`src/rtl/serial_adder.sv`:
```
// Bit-serial WIDTH-bit adder: one full_adder cell, LSB-first, carry held in a flop.
// Optional macro SERIAL_ADDER_SUB_EN adds a 'sub' port for two's-complement a - b.

module full_adder (
  input  logic a,
  input  logic b,
  input  logic ci,
  output logic s,
  output logic co
);
  assign s  = a ^ b ^ ci;
  assign co = (a & b) | (ci & (a ^ b));
endmodule

module serial_adder #(
  parameter int WIDTH = 16
) (
  input  logic             clk,
  input  logic             rst_n,
  input  logic             start,
`ifdef SERIAL_ADDER_SUB_EN
  input  logic             sub,
`endif
  input  logic [WIDTH-1:0] a,
  input  logic [WIDTH-1:0] b,
  input  logic             cin,
  output logic             busy,
  output logic             done,
  output logic [WIDTH-1:0] sum,
  output logic             carry_out
);

  localparam int CW = (WIDTH > 1) ? $clog2(WIDTH) : 1;
  localparam logic [CW-1:0] LAST = CW'(WIDTH - 1);

  typedef enum logic [1:0] {
    IDLE = 2'd0,
    RUN  = 2'd1,
    DONE = 2'd2
  } state_t;

  state_t           state_r;
  logic [WIDTH-1:0] a_sr_r;
  logic [WIDTH-1:0] b_sr_r;
  logic [WIDTH-1:0] res_sr_r;
  logic             cy_r;
  logic [CW-1:0]    cnt_r;

  logic             fa_sum_s;
  logic             fa_carry_s;
  logic [WIDTH-1:0] res_next_s;
  logic [WIDTH-1:0] b_load_s;
  logic             cy_load_s;

  full_adder u_fa (
    .a  (a_sr_r[0]),
    .b  (b_sr_r[0]),
    .ci (cy_r),
    .s  (fa_sum_s),
    .co (fa_carry_s)
  );

  // Next result shift value: new sum bit enters at the MSB end.
  always_comb begin
    res_next_s            = res_sr_r >> 1;
    res_next_s[WIDTH-1]   = fa_sum_s;
  end

  // Operand/carry values captured on an accepted start.
  always_comb begin
    b_load_s  = b;
    cy_load_s = cin;
`ifdef SERIAL_ADDER_SUB_EN
    if (sub) begin
      b_load_s  = ~b;
      cy_load_s = 1'b1;
    end else begin
      b_load_s  = b;
      cy_load_s = cin;
    end
`endif
  end

  // Control FSM, datapath shift registers and registered outputs.
  always_ff @(posedge clk or negedge rst_n) begin
    if (!rst_n) begin
      state_r   <= IDLE;
      a_sr_r    <= {WIDTH{1'b0}};
      b_sr_r    <= {WIDTH{1'b0}};
      res_sr_r  <= {WIDTH{1'b0}};
      cy_r      <= 1'b0;
      cnt_r     <= {CW{1'b0}};
      busy      <= 1'b0;
      done      <= 1'b0;
      sum       <= {WIDTH{1'b0}};
      carry_out <= 1'b0;
    end else begin
      case (state_r)
        IDLE: begin
          done <= 1'b0;
          if (start) begin
            a_sr_r  <= a;
            b_sr_r  <= b_load_s;
            cy_r    <= cy_load_s;
            cnt_r   <= {CW{1'b0}};
            busy    <= 1'b1;
            state_r <= RUN;
          end else begin
            busy    <= 1'b0;
            state_r <= IDLE;
          end
        end
        RUN: begin
          a_sr_r   <= a_sr_r >> 1;
          b_sr_r   <= b_sr_r >> 1;
          res_sr_r <= res_next_s;
          cy_r     <= fa_carry_s;
          cnt_r    <= cnt_r + {{(CW-1){1'b0}}, 1'b1};
          // Result register loads only on the last bit so partial sums never show.
          if (cnt_r == LAST) begin
            sum       <= res_next_s;
            carry_out <= fa_carry_s;
            done      <= 1'b1;
            state_r   <= DONE;
          end else begin
            done      <= 1'b0;
            state_r   <= RUN;
          end
        end
        DONE: begin
          done    <= 1'b0;
          busy    <= 1'b0;
          state_r <= IDLE;
        end
        default: begin
          done    <= 1'b0;
          busy    <= 1'b0;
          state_r <= IDLE;
        end
      endcase
    end
  end

endmodule

```
`config.mk`:
```
export PLATFORM = sky130hd
export DESIGN_NAME = serial_adder
export DESIGN_NICKNAME = d
export VERILOG_FILES = /design/src/rtl/serial_adder.sv
export SDC_FILE = /design/constraint.sdc
export NUM_CORES = 1
export LEC_CHECK = 0
export BUFFER_PORTS_ARGS = -buffer_cell sky130_fd_sc_hd__buf_2
export CORE_UTILIZATION = 55
export CTS_CLUSTER_SIZE = 20
export DETAILED_ROUTE_END_ITERATION = 12
export PLACE_DENSITY = 0.79
export SYNTH_ARGS = -nofsm -noshare
export SYNTH_HDL_FRONTEND = slang
export SYNTH_SLANG_ARGS = --single-unit
```
`constraint.sdc`:
```
create_clock -name clk -period 2.1 [get_ports clk]
set_input_delay 0.42 -clock clk [delete_from_list [all_inputs] [get_ports clk]]
set_output_delay 0.42 -clock clk [all_outputs]
set_load 0.02 [all_outputs]
```
# After elaboration in Yosys (flattened, before gate mapping)
# Cells that the tools add are included.
# totals
word_cells,38
in_bits,36
out_inout_bits,19
reg_bits,74
# classes
n_bitwise,5
n_eq_ne,3
reduce_logical,4
muxes,15
addsub,1
# op_table
cell,count
16-bit one-hot mux with 2 select lines,2
16-bit 2-to-1 mux,2
4-bit one-hot mux with 2 select lines,1
1-bit 2-to-1 mux,5
"4-bit by 1-bit adder with 4-bit output, second input constant",1
"4-bit == test, second input constant",1
4-bit 2-to-1 mux,1
1-bit one-hot mux with 2 select lines,2
2-bit one-hot mux with 2 select lines,1
2-bit AND reduction,2
1-bit AND,2
"2-bit by 1-bit == test with 1-bit output, second input constant",1
2-bit logical NOT,1
2-bit 2-to-1 mux,1
"2-bit != test, second input constant",1
2-bit nonzero test,1
1-bit XOR,2
1-bit bitwise OR,1

# Depth between registers and ports, before layout
# depth
ltp_word,4
ltp_mapped,7

# Cells and area by module
# From an unflattened synthesis, not the netlist that was laid out.
# hier_totals
hier_cells,287
hier_area_um2,3076.7
# by_module_without_submodules
module,n_inst,cells_each,seq_area_each_um2,area_per_inst_um2
serial_adder,1,286,1801.7,3056.7
full_adder,1,1,0.0,20.0

# Least setup slack after synthesis
# Ideal clock, no wire load.
# synth_path
kind,register to register
start,register done (netlist name)
end,register sum[10]
n_path_buf,4
path_stages_with_launch,8
path_slack_ns,0.389
required_ns,1.975
setup_time_ns,0.125
arrival_ns,1.586
cell_sequence,dfrtp_1 buf_6 nor2b_2 buf_6 and4_4 buf_6 buf_12 mux2_4
# synth_lines
element,line_no,source
to (signal assigned),95,sum <= {WIDTH{1'b0}};
to (signal assigned),121,sum <= res_next_s;
to (decl),29,"output logic [WIDTH-1:0] sum,"

# Worst setup path after layout
# layout_path
start,register done
end,output port done
# layout_lines
element,line_no,source
from (decl),28,"output logic done,"
from (signal assigned),94,done <= 1'b0;
from (signal assigned),100,done <= 1'b0;
from (signal assigned),123,done <= 1'b1;
# No word-level cell between the ends.

==> impl_metrics.yaml <==
cts:
  cts_resized: 0
  post-cts-setup-buffers: 0
  clk_pin_slew_ns: 0.08
  cts_tree: "built"
  numCtsBuffers: 9
  htreeDepth: 3
  cts_hold_buf: 0
  cts_root_buffer: "clkbuf_8"
  ctsLongestPathBuffers: 2
  clock_sinks: 72
  worstSkewPairLatency_ns: 0.34
timing:
  worstMarginPinSlew_ns: 0.378
  rsz0062_at_grt: "no"
  setup_viol: 0
  setup_slack_ns: 0.394
  fin_crit_sh: 0.813
  finalClockSkew_ns: 0.00725
  holdWs_ns: 0.0930
  period_minus_slack_ns: 1.71
  hold_violations: 0
  slew_headroom: 0.748
  slew_violations: 0
  finalSetupTns_ns: 0
  fmax_ghz: 0.586
logic_synthesis:
  syn_nets: 296
  ys_ff_latch: 72
  synth.avg_cell_area_um2: 12.1
  ys_seq_area_frac: 0.579
  synth-warning-count: 0
  ys_types: 26
  synthCells: 258
  yosysTopAreaCell: "dfrtp_1"
  synth_top_area_share: 0.579
  syn_area_um2: 3110
  netlist_top_cells_area: "dfrtp_1 (58%), mux2_2 (8.3%), a22oi_1 (7.5%)"
die:
  fp.dieH_um: 77.2
  core_area_um2: 5470
  num_rows: 27
  dieArea_um2: 5960
  chipWidth_um: 77.2
  ios: 55
  start_util: 0.568
placed_design:
  place_congestion: 0.738
  portBuffers: 54
  pre_cts_slack_ns: 0.467
  dpl.hpwl_um: 3770
worst_setup_path:
  r2r-start: "cnt_r[0]"
  r2r_cells: 3
  r2r-end: "sum[15]"
  worstPathArrival_ns: 1.29
  cp-start-kind: "flop"
  path_class: "reg -> out"
  crit_path_max_fanout: 37
  endpoint_kind: "primary output"
  r2r_slack_ns: 0.50
  cp.required_ns: 1.68
detailed_routing:
  post-route-drc-count: 0
  viasPerCell: 5.63
  routedWlPerCell_um: 15.5
  dr.pass1.iters: 4
  wirelength_um: 6020
  drt_iter0_drc: 129
  vias: 2183
  ant_nets: 0
power:
  clkPwrFrac: 0.233
  power_frac_seq: 0.426
  pwr-share-comb: 0.341
  power.density_nw_per_um2: 1560
  swShare: 0.335
  ir_drop_mv: 0.831
  p_int_mw: 3.79
  switchingPower_mw: 1.91
  p_total_mw: 5.70
  p_leak_nw: 1.70
global_routing:
  overflow: 0
  first_global_vias: 2138
  antenna_found_initial: 0
  grt_max_degree: 73
  grtUsageTotal: 0.227
  grt_pass1_wl_um: 10400
layout:
  nets: 349
  drive_gt1_frac: 0.351
  antenna_cells: 0
  syn_to_final_growth_pct: 17.9
  final_util: 0.670
  layout_commonest_cell: "dfrtp_1"
  layout_common_cells: "dfrtp_1 (72), buf_2 (54), o21ai_0 (33)"
worst_hold_path:
  hp-class: "in -> async"
status:
  run_status: "complete, no violations"
job:
  maxCapViolations: 0
metal layers:
layer / GRT usage / vias to the layer above / part of all wire
met4: 0.0962 / 0 / 0.018
met3: 0.0631 / 9 / 0.052
met5: 0 / - / 0
met1: 0.316 / 1068 / 0.47
met2: 0.332 / 68 / 0.46
li1: - / 1038 / -
state kept, by name, indices dropped and copies added, names as in the netlist:
register / cells
a_sr_r: 16
b_sr_r: 16
busy: 1
carry_out: 1
cnt_r: 4
cy_r: 1
done: 1
res_sr_r: 15
state_r: 1
sum: 16
power by group through the flow:
stage / Sequential [mW] / Clock [mW] / Combinational, mW
after detailed placement: 2.45 / 0 / 1.96
after CTS: 2.43 / 1.36 / 1.97
final: 2.43 / 1.33 / 1.95
after floorplan: 2.53 / 0 / 1.35
after global routing: 2.52 / 1.41 / 2.17
after global placement: 2.42 / 0 / 1.88
through the flow:
| step | instance area, µm² | instances |
|---|---|---|
| floorplan | 3110 | 258 |
| global placement | 3420 | 372 |
| detailed placement | 3420 | 372 |
| CTS | 3670 | 388 |
| global route | 3670 | 388 |
| finish | 3670 | 388 |
critical path, stage by stage (launching register included):
cell,delay [ns]
dfrtp_1,0.36
buf_4,0.34
buf_2,0.25
cell families after synthesis:
| family | Yosys count | share of synthesized area |
|---|---|---|
| AO/OA/AOI/OAI | 86 | 0.170 |
| flip-flops | 72 | 0.579 |
| AND/OR/NAND/NOR | 43 | 0.0692 |
| multiplexers | 33 | 0.130 |
| buffers and inverters | 22 | 0.0414 |
| adder cells (fa/ha/maj) | 2 | 0.0105 |
worst max-delay path by stage:
stage | slack, ns | cells after the start | end | start
after detailed placement | 0.47 | 5 | b_sr_r[6] | start
after global routing | 0.31 | 2 | done | done
after global placement | 0.54 | 3 | sum[1] | state_r[0]
after CTS | 0.37 | 2 | done | done
after floorplan | 0.39 | 7 | sum[10] | done
final | 0.39 | 2 | done | done
cell type report:
type | instances | area [µm²]
flip-flops and latches | 72 | 1800
clock inverters | 5 | 104
fillers | 434 | 1810
inverters | 2 | 7.51
clock buffers | 11 | 141
well taps | 72 | 90.1
repair buffers | 62 | 343
multi-input cells | 164 | 1180
cells in the mapped netlist:
cell and n:
a21oi_1 16, mux2i_1 1, fa_1 1, ha_1 1, buf_2 6, a41oi_1 2
inv_1 2, a22o_1 1, buf_6 3, nand3_1 1, nor2_1 3, buf_12 1
nand2_1 21, a32o_1 1, a31oi_1 1, o21ai_0 33, mux2_4 9, nor2b_2 1
buf_1 1, clkbuf_1 9, mux2_2 23, and4_4 1, o21bai_1 1, dfrtp_1 72
nor2b_1 16, a22oi_1 31
(Power assumes the default switching activity.)
